## src/rtl/icache_fill_unit_pkg.sv

```systemverilog
// rtl/icache_fill_unit_pkg.sv - shared constants and state encoding for the icache fill unit
//
// Contents:
//   ICACHE_SIZE_BIT  log2 of the instruction cache size in words
//   BYTES_PER_WORD   bytes fetched from the byte-wide memory port per miss
//   state_t          fill FSM encoding (IDLE, REQ, BURST, WRITE)

package icache_fill_unit_pkg;

    localparam int ICACHE_SIZE_BIT = 8;
    localparam int BYTES_PER_WORD  = 4;

    typedef enum logic [1:0] {
        IDLE  = 2'd0,
        REQ   = 2'd1,
        BURST = 2'd2,
        WRITE = 2'd3
    } state_t;

endpackage

```

## src/rtl/icache_fill_unit_if.sv

```systemverilog
// rtl/icache_fill_unit_if.sv - fetch, cache and memory-arbiter signal bundle of the fill unit
//
// Signals:
//   fetch_valid_in/fetch_pc_in/fetch_ready_out      fetch request handshake
//   resp_valid_out/resp_inst_out/resp_pc_out        instruction response
//   cache_addr_out/cache_hit_in/cache_data_in       cache lookup
//   cache_we_out/cache_wdata_out                    cache fill write
//   mem_req_out/mem_gnt_in/mem_addr_out/mem_data_in byte-wide memory arbiter port
// Modports:
//   master  the fill unit
//   slave   fetch stage, cache and arbiter side

interface icache_fill_unit_if #(
    parameter int ADDR_W = 32
);
    logic              fetch_valid_in;
    logic [ADDR_W-1:0] fetch_pc_in;
    logic              fetch_ready_out;
    logic              resp_valid_out;
    logic [31:0]       resp_inst_out;
    logic [ADDR_W-1:0] resp_pc_out;
    logic [ADDR_W-1:0] cache_addr_out;
    logic              cache_hit_in;
    logic [31:0]       cache_data_in;
    logic              cache_we_out;
    logic [31:0]       cache_wdata_out;
    logic              mem_req_out;
    logic              mem_gnt_in;
    logic [ADDR_W-1:0] mem_addr_out;
    logic [7:0]        mem_data_in;

    modport master (
        input  fetch_valid_in, fetch_pc_in, cache_hit_in, cache_data_in,
               mem_gnt_in, mem_data_in,
        output fetch_ready_out, resp_valid_out, resp_inst_out, resp_pc_out,
               cache_addr_out, cache_we_out, cache_wdata_out,
               mem_req_out, mem_addr_out
    );

    modport slave (
        output fetch_valid_in, fetch_pc_in, cache_hit_in, cache_data_in,
               mem_gnt_in, mem_data_in,
        input  fetch_ready_out, resp_valid_out, resp_inst_out, resp_pc_out,
               cache_addr_out, cache_we_out, cache_wdata_out,
               mem_req_out, mem_addr_out
    );

endinterface

```

## src/rtl/icache_fill_unit_byte_assembler.sv

```systemverilog
// rtl/icache_fill_unit_byte_assembler.sv - receive counter and little-endian word buffer for a miss burst
//
// Ports:
//   clk, rst_n   clock, asynchronous active-low reset
//   en           global enable; nothing updates while low
//   clear        drop the partial word and restart at byte 0
//   recv         mem byte on data is valid this cycle
//   data         received byte
//   word         assembled word, byte k in bits [8k+7:8k]
//   count        bytes received so far (0..BYTES_PER_WORD)
//   last         the byte being received now completes the word
//   done         all bytes of the word have been received

module icache_fill_unit_byte_assembler
    import icache_fill_unit_pkg::*;
(
    input  logic        clk,
    input  logic        rst_n,
    input  logic        en,
    input  logic        clear,
    input  logic        recv,
    input  logic [7:0]  data,
    output logic [31:0] word,
    output logic [2:0]  count,
    output logic        last,
    output logic        done
);

    assign done = (count == 3'(BYTES_PER_WORD));
    assign last = recv && (count == 3'(BYTES_PER_WORD - 1));

    always_ff @(posedge clk or negedge rst_n) begin
        if (!rst_n) begin
            word  <= '0;
            count <= '0;
        end else if (en) begin
            if (clear) begin
                word  <= '0;
                count <= '0;
            end else if (recv && !done) begin
                word[{count[1:0], 3'b000} +: 8] <= data;
                count                           <= count + 3'd1;
            end
        end
    end

endmodule

```

## src/rtl/icache_fill_unit.sv

```systemverilog
// rtl/icache_fill_unit.sv - instruction-cache fill unit: hit responses and byte-wise miss refill
//
// Ports:
//   clk_in, rst_n_in   clock, asynchronous active-low reset
//   rdy_in             global enable; all state freezes while low
//   flush_in           fetch redirect; aborts any outstanding request or response
//   bus                icache_fill_unit_if.master (fetch, response, cache and memory signals)
//   perf_hit_cnt_out   accepted hits   (only with ICACHE_PERF_EN defined)
//   perf_miss_cnt_out  accepted misses (only with ICACHE_PERF_EN defined)
// Build option: ICACHE_PERF_EN adds the hit/miss performance counters.

module icache_fill_unit #(
    parameter int ADDR_W         = 32,
    parameter int BYTES_PER_WORD = 4
) (
    input  logic                clk_in,
    input  logic                rst_n_in,
    input  logic                rdy_in,
    input  logic                flush_in,
`ifdef ICACHE_PERF_EN
    output logic [31:0]         perf_hit_cnt_out,
    output logic [31:0]         perf_miss_cnt_out,
`endif
    icache_fill_unit_if.master  bus
);

    import icache_fill_unit_pkg::state_t;
    import icache_fill_unit_pkg::IDLE;
    import icache_fill_unit_pkg::REQ;
    import icache_fill_unit_pkg::BURST;
    import icache_fill_unit_pkg::WRITE;

    if (BYTES_PER_WORD != 4) begin : g_bpw_check
        $error("icache_fill_unit supports only BYTES_PER_WORD == 4");
    end

    state_t            state, state_nxt;
    logic [ADDR_W-1:0] miss_pc;
    logic [2:0]        issue_cnt;
    logic              hit_q;
    logic [31:0]       hit_inst;
    logic [ADDR_W-1:0] hit_pc;

    logic              accept, accept_hit, accept_miss;
    logic              issue, recv, clear, last, done;
    logic [2:0]        recv_cnt;
    logic [31:0]       word;

    assign accept      = (state == IDLE) && bus.fetch_valid_in && !flush_in;
    assign accept_hit  = accept && bus.cache_hit_in;
    assign accept_miss = accept && !bus.cache_hit_in;

    // One address goes out per BURST cycle; a byte is owed back whenever more
    // addresses have been issued than bytes received.
    assign issue = (state == BURST) && (issue_cnt < 3'(BYTES_PER_WORD));
    assign recv  = (state == BURST) && (issue_cnt != recv_cnt) && !done;
    assign clear = flush_in || (state == WRITE);

    always_comb begin
        state_nxt = state;
        case (state)
            IDLE:    if (accept_miss)    state_nxt = REQ;
            REQ:     if (bus.mem_gnt_in) state_nxt = BURST;
            BURST:   if (last)           state_nxt = WRITE;
            WRITE:                       state_nxt = IDLE;
            default:                     state_nxt = IDLE;
        endcase
        if (flush_in) state_nxt = IDLE;
    end

    always_ff @(posedge clk_in or negedge rst_n_in) begin
        if (!rst_n_in) begin
            state     <= IDLE;
            miss_pc   <= '0;
            issue_cnt <= '0;
            hit_q     <= 1'b0;
            hit_inst  <= '0;
            hit_pc    <= '0;
        end else if (rdy_in) begin
            state <= state_nxt;
            hit_q <= accept_hit;
            if (accept_hit) begin
                hit_inst <= bus.cache_data_in;
                hit_pc   <= bus.fetch_pc_in;
            end
            if (accept_miss) miss_pc <= bus.fetch_pc_in;
            if (clear)       issue_cnt <= '0;
            else if (issue)  issue_cnt <= issue_cnt + 3'd1;
        end
    end

    icache_fill_unit_byte_assembler u_asm (
        .clk   (clk_in),
        .rst_n (rst_n_in),
        .en    (rdy_in),
        .clear (clear),
        .recv  (recv),
        .data  (bus.mem_data_in),
        .word  (word),
        .count (recv_cnt),
        .last  (last),
        .done  (done)
    );

    assign bus.fetch_ready_out = (state == IDLE);
    assign bus.cache_addr_out  = (state == IDLE) ? bus.fetch_pc_in : miss_pc;
    assign bus.resp_valid_out  = (hit_q || (state == WRITE)) && !flush_in;
    assign bus.resp_inst_out   = (state == WRITE) ? word : hit_inst;
    assign bus.resp_pc_out     = (state == WRITE) ? miss_pc : hit_pc;
    assign bus.cache_we_out    = (state == WRITE) && !flush_in;
    assign bus.cache_wdata_out = (state == WRITE) ? word : 32'd0;
    assign bus.mem_req_out     = (state == REQ) || (state == BURST);
    // Byte 0 is already on the address bus while waiting for the grant.
    assign bus.mem_addr_out    = ((state == REQ) || issue) ? miss_pc + ADDR_W'(issue_cnt) : '0;

    assert property (@(posedge clk_in) disable iff (!rst_n_in)
                     (state == BURST && !flush_in) |-> bus.mem_gnt_in)
        else $error("mem_gnt_in dropped during a burst");

`ifdef ICACHE_PERF_EN
    always_ff @(posedge clk_in or negedge rst_n_in) begin
        if (!rst_n_in) begin
            perf_hit_cnt_out  <= '0;
            perf_miss_cnt_out <= '0;
        end else if (rdy_in) begin
            if (accept_hit)  perf_hit_cnt_out  <= perf_hit_cnt_out + 32'd1;
            if (accept_miss) perf_miss_cnt_out <= perf_miss_cnt_out + 32'd1;
        end
    end
`endif

endmodule
```

## src/flat_wrapper.sv

```systemverilog
// flat-port wrapper written by rule: the top's interface ports become plain ports
module icache_fill_unit_flat import icache_fill_unit_pkg::state_t; import icache_fill_unit_pkg::IDLE; import icache_fill_unit_pkg::REQ; import icache_fill_unit_pkg::BURST; import icache_fill_unit_pkg::WRITE;
#(
    parameter int ADDR_W         = 32,
    parameter int BYTES_PER_WORD = 4
)
  (clk_in, rst_n_in, rdy_in, flush_in, bus_fetch_valid_in, bus_fetch_pc_in, bus_cache_hit_in, bus_cache_data_in, bus_mem_gnt_in, bus_mem_data_in, bus_fetch_ready_out, bus_resp_valid_out, bus_resp_inst_out, bus_resp_pc_out, bus_cache_addr_out, bus_cache_we_out, bus_cache_wdata_out, bus_mem_req_out, bus_mem_addr_out);
  icache_fill_unit_if #(.ADDR_W(ADDR_W)) bus_i ();
  input  logic clk_in;
  input  logic rst_n_in;
  input  logic rdy_in;
  input  logic flush_in;
  input wire logic [$bits(bus_i.fetch_valid_in)-1:0] bus_fetch_valid_in;
  input wire logic [$bits(bus_i.fetch_pc_in)-1:0] bus_fetch_pc_in;
  input wire logic [$bits(bus_i.cache_hit_in)-1:0] bus_cache_hit_in;
  input wire logic [$bits(bus_i.cache_data_in)-1:0] bus_cache_data_in;
  input wire logic [$bits(bus_i.mem_gnt_in)-1:0] bus_mem_gnt_in;
  input wire logic [$bits(bus_i.mem_data_in)-1:0] bus_mem_data_in;
  output wire logic [$bits(bus_i.fetch_ready_out)-1:0] bus_fetch_ready_out;
  output wire logic [$bits(bus_i.resp_valid_out)-1:0] bus_resp_valid_out;
  output wire logic [$bits(bus_i.resp_inst_out)-1:0] bus_resp_inst_out;
  output wire logic [$bits(bus_i.resp_pc_out)-1:0] bus_resp_pc_out;
  output wire logic [$bits(bus_i.cache_addr_out)-1:0] bus_cache_addr_out;
  output wire logic [$bits(bus_i.cache_we_out)-1:0] bus_cache_we_out;
  output wire logic [$bits(bus_i.cache_wdata_out)-1:0] bus_cache_wdata_out;
  output wire logic [$bits(bus_i.mem_req_out)-1:0] bus_mem_req_out;
  output wire logic [$bits(bus_i.mem_addr_out)-1:0] bus_mem_addr_out;
  assign bus_i.fetch_valid_in = bus_fetch_valid_in;
  assign bus_i.fetch_pc_in = bus_fetch_pc_in;
  assign bus_i.cache_hit_in = bus_cache_hit_in;
  assign bus_i.cache_data_in = bus_cache_data_in;
  assign bus_i.mem_gnt_in = bus_mem_gnt_in;
  assign bus_i.mem_data_in = bus_mem_data_in;
  assign bus_fetch_ready_out = bus_i.fetch_ready_out;
  assign bus_resp_valid_out = bus_i.resp_valid_out;
  assign bus_resp_inst_out = bus_i.resp_inst_out;
  assign bus_resp_pc_out = bus_i.resp_pc_out;
  assign bus_cache_addr_out = bus_i.cache_addr_out;
  assign bus_cache_we_out = bus_i.cache_we_out;
  assign bus_cache_wdata_out = bus_i.cache_wdata_out;
  assign bus_mem_req_out = bus_i.mem_req_out;
  assign bus_mem_addr_out = bus_i.mem_addr_out;
  icache_fill_unit #(.ADDR_W(ADDR_W), .BYTES_PER_WORD(BYTES_PER_WORD)) u_core (.clk_in(clk_in), .rst_n_in(rst_n_in), .rdy_in(rdy_in), .flush_in(flush_in), .bus(bus_i));
endmodule
```

## config.mk

```make
export PLATFORM = sky130hd
export DESIGN_NAME = icache_fill_unit_flat
export DESIGN_NICKNAME = d
export VERILOG_FILES = /design/src/rtl/icache_fill_unit_pkg.sv /design/src/rtl/icache_fill_unit_if.sv /design/src/rtl/icache_fill_unit_byte_assembler.sv /design/src/rtl/icache_fill_unit.sv /design/src/flat_wrapper.sv
export SDC_FILE = /design/constraint.sdc
export NUM_CORES = 1
export LEC_CHECK = 0
export CAP_MARGIN = 20
export CORE_MARGIN = 1
export CORE_UTILIZATION = 40
export DETAILED_ROUTE_END_ITERATION = 6
export MAX_ROUTING_LAYER = met4
export PLACE_DENSITY = 0.71
export REMOVE_ABC_BUFFERS = 1
export SLEW_MARGIN = 10
export SYNTH_ARGS = -nofsm -noshare
export SYNTH_HDL_FRONTEND = slang
export SYNTH_SLANG_ARGS = --single-unit
```

## constraint.sdc

```tcl
create_clock -name clk_in -period 8.1 [get_ports clk_in]
set_input_delay 1.62 -clock clk_in [delete_from_list [all_inputs] [get_ports clk_in]]
set_output_delay 1.62 -clock clk_in [all_outputs]
set_load 0.02 [all_outputs]
```

# Word-level counts from Yosys, hierarchy flattened
# Index checks and enable logic that the tools add are counted.
# op_classes
addsub	4
n_lt_le_gt_ge	1
n_eq_ne	9
n_shift	2
muxes	17
reduce_logical	26
# op_table
cell	n
32-bit two-way mux	7
32-bit by 3-bit adder with 32-bit output	1
32-bit bitwise mux	1
8-bit by 7-bit variable shift with 32-bit output, first input constant	1
8-bit by 7-bit variable part select with 32-bit output	1
3-bit two-way mux	4
1-bit logical AND	11
2-bit two-way mux	4
2-bit case mux with 4 select lines	1
2-bit AND reduction	4
5-bit negator with 7-bit output	1
3-bit by 1-bit adder with 3-bit output, second input constant	2
3-bit by 2-bit != test with 1-bit output, second input constant	2
2-bit == test, second input constant	2
1-bit logical OR	4
4-bit AND reduction	1
2-bit nonzero test	2
3-bit by 2-bit == test with 1-bit output, second input constant	1
3-bit == test, second input constant	1
1-bit zero test	3
3-bit < comparator, second input constant	1
3-bit != test	1
3-bit != test, second input constant	1
2-bit by 1-bit == test with 1-bit output, second input constant	1
2-bit zero test	1
# totals
register_bits	137
in_bits	79

# Longest topological paths before layout
# Gate-level depths: netlist of run 1.
# depth
ltp_word	7
mapped_depth	8
mapped_depth_nobuf	8

# Modules after synthesis
# A second synthesis of run 1 with hierarchy kept.
# unflattened
cells_unflattened	689
area_unflattened_um2	7870.0
# modules_own_cells
mod	n_inst	cells_per_inst	area_each_um2
icache_fill_unit	1	578	6289.8
icache_fill_unit_byte_assembler	1	111	1580.3

# Worst setup path after synthesis of run 1
# OpenSTA, ideal clock, no wires.
# synth_timing
path_type	register to output
from	register u_core.issue_cnt[0]
to	output bus_mem_addr_out[30]
arrival_ps	2491
setup_slack_ps	3989
path_stages_with_launch	9
n_path_buf	0
cell_sequence	dfrtp_1 ha_1 inv_1 fa_1 nand2b_1 a21oi_2 nand2_1 or4_1 a21oi_1
# synth_via
elab_chain_cells	4
word_cells_on_any_way	5
# synth_lines
item	line	rtl
start, declared	icache_fill_unit.sv:39	logic [2:0] issue_cnt;
start signal, assigned	icache_fill_unit.sv:88	else if (issue) issue_cnt <= issue_cnt + 3'd1;
branches (longest 3 deep; another with 32-bit by 3-bit adder with 32-bit output)	--	
32-bit two-way mux (*)	icache_fill_unit.sv:114	assign bus.mem_addr_out = ((state == REQ) || issue) ? miss_pc + ADDR_W'(issue_cnt) : '0;
end, declared	flat_wrapper.sv:27	output wire logic [$bits(bus_i.mem_addr_out)-1:0] bus_mem_addr_out;
# Mark *: on every way between the ends.

# Final worst setup path of run 1
# Same ends and word-level chain as after synthesis.

==> results_dict.tcl, run 1 <==
set metrics [dict create \
    status "finished clean" \
    synth_adder_area_share 0.02702 \
    criticalPathCategory "reg2out" \
    port_buffers 242 \
    yosys-top-cells-count "188 x mux2_2, 137 x dfrtp_1, 43 x nand2_1" \
    synth-seq-area-share 0.4460 \
    cp_max_fo 10 \
    place.gp.congestion 0.7943 \
    cp-start-kind "flop" \
    p_switching_w 0.001557 \
    synth_top_family_by_area "multiplexers" \
    io_pins 243 \
    wire_per_inst_um 17.95 \
    min_path_cells 1 \
    cts.sinks 137 \
    total_leakage_power_nw 4.500 \
    drt_iter0_drc 259 \
    dpl.hpwl_um 14510 \
    path_cells "ha_1, inv_1, fa_1, nand2b_1, a21oi_2, buf_4, nand2_1, or4_1, a21oi_1, clkdlybuf4s50_1" \
    syn_inst 676 \
    hold_class "reg2reg" \
    synth-compound-area-share 0.05567 \
    nFillCells 1632 \
    p_comb_frac 0.534 \
    layout-drive-gt1-share 0.2631 \
    core.rowCount 50 \
    yosys-top-cells-area "dfrtp_1 45%, mux2_2 28%, and2_1 2.7%, xor2_1 2.5%, ha_1 2.4%" \
    pwr-share-seq 0.275 \
    cp_data_arrival_time_ns 3.46 \
    grt_pass1_vias 6011 \
    cts_hold_buf 0 \
    antenna_cells 0 \
    syn_to_final_growth_pct 41.74 \
    tightest_slew_ns 1.016 \
    worst-r2r-cell-count 5 \
    holdWs_ns 0.5011 \
    synthXorXnorAreaFrac 0.03305 \
    finalWorstSetupSlack_ns 3.021 \
    die_y_um 140.6 \
    grt_pass1_wl_um 32860 \
    post-route-drc-count 0 \
    async_flop_share 1.000 \
    synth_warnings 0 \
    clock_power_share 0.191 \
    drv_cap 0 \
    cp.depth 10 \
    clock_skew_ns 0.004503 \
    layout.nets 998 \
    dr.pass1.iters 4 \
    critPathMaxStageDelay_ns 0.62 \
    cts_max_path_buffers 2 \
    initial_core_util 0.4095 \
    cts_resized 0 \
    syn_avg_cell_area_um2 11.37 \
    synthDominantCellAreaShare 0.4460 \
    fin_crit_ns 5.079 \
    antenna_found_initial 0 \
    ctsRootBufferMaster "clkbuf_16" \
    wirelength_um 20640 \
    clk_latency_ns 0.42 \
    power_density_nw_per_um2 378.1 \
    yosysMostFrequentCell "mux2_2" \
    internal_power_w 0.002562 \
    grt_max_degree 86 \
    tritoncts "done" \
    path_clk_slew_ns 0.06 \
    finalSetupTns_ns 0 \
    h-tree-depth 4 \
    rsz0062_at_grt "no" \
    ys_types 46 \
    cts-buffers-inserted 17 \
    vias_per_cell 5.199 \
    cp_top_family "buffers and inverters" \
    ys.flop_type "dfrtp_1" \
    slew_violations 0 \
    synth_simple_gate_area_share 0.1323 \
    drtAntennaViolNets 0 \
    vias 5979 \
    grt.overflow.total 0 \
    min_period_over_period 0.6270 \
    post-cts-setup-buffers 0 \
    fin_util 0.5805 \
    critPathRequiredTime_ns 6.48 \
    crit_slowest_cell "clkdlybuf4s50_1" \
    slew_headroom 0.3227 \
    setup_viol 0 \
    hold_viol 0 \
    yosysTopAreaCell "dfrtp_1" \
    synth-seq-cells 137 \
    clock.fmax_mhz 196.9 \
    peakVddDrop_mv 0.2277 \
    mappedNetlistArea_um2 7686 \
    critPathBufInv 3 \
    synthMuxAreaShare 0.2767 \
    core_region_area_um2 18770 \
    dieArea_um2 19770 \
    power.share.switching 0.3780 \
    dp_slack_ns 3.465 \
    endpoint_kind "output pin" \
    grt_util_all_layers 0.2212 \
    die-width_um 140.6 \
    synth_edf_count 0 \
]
==> routing by layer <==
metal,track usage,share of wire
met1,0.2832,0.45
met2,0.3572,0.49
met3,0.04348,0.044
met4,0.06121,0.015
met5,-,0
==> registers in the layout, indices dropped and copies added (netlist names) <==
name                cells
u_core.hit_inst        32
u_core.hit_pc          32
u_core.miss_pc         32
u_core.u_asm.word      32
u_core.issue_cnt        3
u_core.u_asm.count      3
u_core.state            2
u_core.hit_q            1
==> logic make-up after synthesis <==
logic type      after synthesis
compound gates               63
xor+xnor                     29
fa+ha+maj                    16
buf+inv                      54
flops                       137
mux                         189
simple gates                188
==> worst paths after layout <==
path	start	to	slack [ns]
max	u_core.issue_cnt[0]$_DFFE_PN0P_	bus_mem_addr_out[30]	3.02
min	u_core.hit_pc[11]$_DFFE_PN0P_	u_core.hit_pc[11]$_DFFE_PN0P_	0.50
max reg2reg	u_core.state[0]$_DFFE_PN0P_	u_core.u_asm.word[16]$_DFFE_PN0P_	4.89
min reg2reg	u_core.hit_pc[11]$_DFFE_PN0P_	u_core.hit_pc[11]$_DFFE_PN0P_	0.50
max in group asynchronous	rst_n_in	u_core.miss_pc[3]$_DFFE_PN0P_	5.59
min in group asynchronous	rst_n_in	u_core.hit_pc[25]$_DFFE_PN0P_	1.25
==> area by class of cell <==
cell class                 instances  area [um2]  area share
multi-input combinational        485        4053      0.3720
clock buffer                      19       442.9     0.04066
timing repair buffer             249        2476      0.2273
sequential                       137        3428      0.3147
tap                              234       292.8     0.02687
clock inverter                    13       152.6     0.01401
inverter                          13       48.80    0.004479
==> per-stage QoR <==
| stage | cell area, um2 | power [W] | cells |
|---|---|---|---|
| floorplan | 7511 | 0.002361 | 635 |
| global placement | 10300 | 0.003332 | 1118 |
| detailed placement | 10300 | 0.003346 | 1118 |
| CTS | 10890 | 0.004156 | 1150 |
| global route | 10890 | 0.004335 | 1150 |
| finish | 10890 | 0.004119 | 1150 |
==> worst reg2reg max path: stages, from the launching register on <==
cell and delay (ns):
dfrtp_1 0.44, ha_4 0.48, buf_4 0.67, or2_1 0.41, nand2_1 0.61, a32o_1 0.49
==> placed cells by master, fill, tap and decap left out, drive strengths merged, types with 7 or more instances in the layout <==
cell / instances
and2: 33
xnor2: 7
a22o: 8
clkbuf: 19
dfrtp: 137
clkinv: 8
mux2: 188
and3: 9
xor2: 22
nand2: 43
inv: 13
a32o: 8
clkdlybuf4s50: 241
nand3: 33
buf: 8
nand4: 13
nor2: 34
a21oi: 10
o21ai: 29
ha: 15
==> power groups by stage <==
stage / clock, W / sequential, W / combinational [W]
after floorplan: 0 / 0.00107 / 0.00129
after global placement: 0 / 0.00113 / 0.00220
after detailed placement: 0 / 0.00114 / 0.00221
after CTS: 0.000808 / 0.00113 / 0.00222
after global routing: 0.000838 / 0.00117 / 0.00233
final: 0.000787 / 0.00113 / 0.00220
No activity file was read; power rests on OpenSTA's default activity.
==> inputs of run 2 (changes only) <==
- clock period: 8.1 -> 4.94 ns (I/O delays scaled with it)
==> results_dict.tcl, run 2 (synthesis gave the netlist of run 1 again) <==
set metrics [dict create \
    fin_crit_ns 4.308 \
    cts.sinks 137 \
    multi_input_comb_area_um2 4053 \
    total_leakage_power_nw 4.505 \
    critPathRequiredTime_ns 3.95 \
    slew_headroom 0.3383 \
    ff_latch_area_um2 3428 \
    tritoncts "done" \
    wire_per_inst_um 17.83 \
    critPathBufInv 2 \
    clock.fmax_mhz 232.1 \
    cp_data_arrival_time_ns 3.32 \
    nFillCells 1642 \
    cp.depth 9 \
    antenna_cells 0 \
    drt_iter0_drc 260 \
    path_clk_slew_ns 0.06 \
    core.rowCount 50 \
    finalSetupTns_ns 0 \
    die_y_um 140.6 \
    clk_latency_ns 0.41 \
    h-tree-depth 4 \
    final_cell_mix "241 x clkdlybuf4s50_1, 188 x mux2_2, 137 x dfrtp_1" \
    crit_slowest_cell "clkdlybuf4s50_1" \
    min_period_over_period 0.8720 \
    status "finished clean" \
    criticalPathCategory "reg2out" \
    r2r_slack_ns 1.96 \
    grt_pass1_vias 6091 \
    layout-drive-gt1-share 0.2609 \
    vias_per_cell 5.201 \
    vias 5981 \
    grt_util_all_layers 0.2194 \
    wirelength_um 20500 \
    post-cts-setup-buffers 0 \
    slew_violations 0 \
    dr.pass1.iters 4 \
    drtAntennaViolNets 0 \
    endpoint_kind "output pin" \
    ctsRootBufferMaster "clkbuf_16" \
    tightest_slew_ns 0.9925 \
    setup_viol 0 \
    cp_max_fo 5 \
    initial_core_util 0.4095 \
    grt_max_degree 74 \
    setup.worst_path.end "bus_mem_addr_out[30]" \
    r2r-end "u_core.miss_pc[18]$_DFFE_PN0P_" \
    dieArea_um2 19770 \
    dpl_cell_area_um2 10320 \
    die-width_um 140.6 \
    io_pins 243 \
    cts-buffers-inserted 17 \
    drv_cap 0 \
    place.gp.congestion 0.7987 \
    power_density_nw_per_um2 617.6 \
    layout.nets 999 \
    grt.overflow.total 0 \
    syn_to_final_growth_pct 41.89 \
    dpl.hpwl_um 14690 \
    rsz0062_at_grt "no" \
    core_region_area_um2 18770 \
    cts_resized 0 \
    worst-r2r-cell-count 4 \
    path_cells "ha_1, inv_1, fa_1, nand2b_1, a21oi_2, nand2_1, or4_1, a21oi_1, clkdlybuf4s50_1" \
    post-route-drc-count 0 \
    critPathMaxStageDelay_ns 0.62 \
    hold_class "reg2reg" \
    stdcell_area_um2 10910 \
    startpoint "u_core.issue_cnt[0]$_DFFE_PN0P_" \
    port_buffers 242 \
    peakVddDrop_mv 0.3286 \
    hold_viol 0 \
    reg2reg_from "u_core.state[0]$_DFFE_PN0P_" \
    clock_skew_ns 0.006354 \
    grt_pass1_wl_um 32810 \
    final_common_cell "clkdlybuf4s50_1" \
    cp_top_family "simple AND/OR/NAND/NOR gates" \
    antenna_found_initial 0 \
    cts_hold_buf 0 \
    cts_max_path_buffers 2 \
    cp-start-kind "flop" \
]
run 2: worst min path at each step:
| stage | slack, ns | cells after the start | start | to |
|---|---|---|---|---|
| global route | 0.51 | 1 | u_core.hit_inst[6]$_DFFE_PN0P_ | u_core.hit_inst[6]$_DFFE_PN0P_ |
| detailed placement | 0.49 | 1 | u_core.hit_pc[17]$_DFFE_PN0P_ | u_core.hit_pc[17]$_DFFE_PN0P_ |
| finish | 0.50 | 1 | u_core.hit_pc[31]$_DFFE_PN0P_ | u_core.hit_pc[31]$_DFFE_PN0P_ |
| CTS | 0.50 | 1 | u_core.hit_pc[14]$_DFFE_PN0P_ | u_core.hit_pc[14]$_DFFE_PN0P_ |
| floorplan | 0.48 | 1 | u_core.hit_inst[0]$_DFFE_PN0P_ | u_core.hit_inst[0]$_DFFE_PN0P_ |
| global placement | 0.48 | 1 | u_core.hit_inst[7]$_DFFE_PN0P_ | u_core.hit_inst[7]$_DFFE_PN0P_ |
run 2: final cells by class:
cell class / count / share of cell area
flip-flops and latches: 137 / 0.3144
clock buffers: 22 / 0.04257
well taps: 234 / 0.02685
inverters: 13 / 0.004475
clock inverters: 9 / 0.01124
multi-input cells: 485 / 0.3716
repair buffers: 250 / 0.2289
run 2: metal layers:
layer | vias up | GRT usage | wire length [um]
li1 | 2867 | - | -
met1 | 2953 | 0.2777 | 9280
met2 | 129 | 0.3548 | 10060
met3 | 32 | 0.03431 | 662
met4 | 0 | 0.08295 | 500
met5 | - | - | 0
run 2: worst reg2reg max path: stages, from the launching register on:
cell and delay, ns:
dfrtp_1 0.43, inv_1 0.13, ha_2 0.85, and4b_2 1.01, mux2_2 0.44
run 2: stage by stage:
stage	hold WS, ns	worst slack, ns	total power [W]	util	std cells
5_1_grt	0.5073	0.4115	0.007086	0.5811	1150
2_1_floorplan	0.4757	0.2320	0.003870	-	635
3_5_place_dp	0.4894	1.037	0.005503	0.5498	1119
6_report	0.4973	0.6322	0.006736	0.5811	1150
3_3_place_gp	0.4835	1.087	0.005469	0.5498	1119
4_1_cts	0.5027	0.5787	0.006797	0.5811	1150
run 2: where the power goes:
| part | leakage (nW) | switching [W] | total (W) | internal [W] |
|---|---|---|---|---|
| logic | 2.46 | 0.00172 | 0.00361 | 0.00190 |
| clock network | 0.290 | 0.000454 | 0.00127 | 0.000813 |
| registers | 1.76 | 0.000344 | 0.00185 | 0.00151 |
| total | 4.50 | 0.00252 | 0.00674 | 0.00422 |
==> inputs of run 3 (changes only) <==
- CTS_CLUSTER_DIAMETER: not set -> 80
==> results of run 3 <==
Final layout, timing and power as in run 2 (identical DEF).
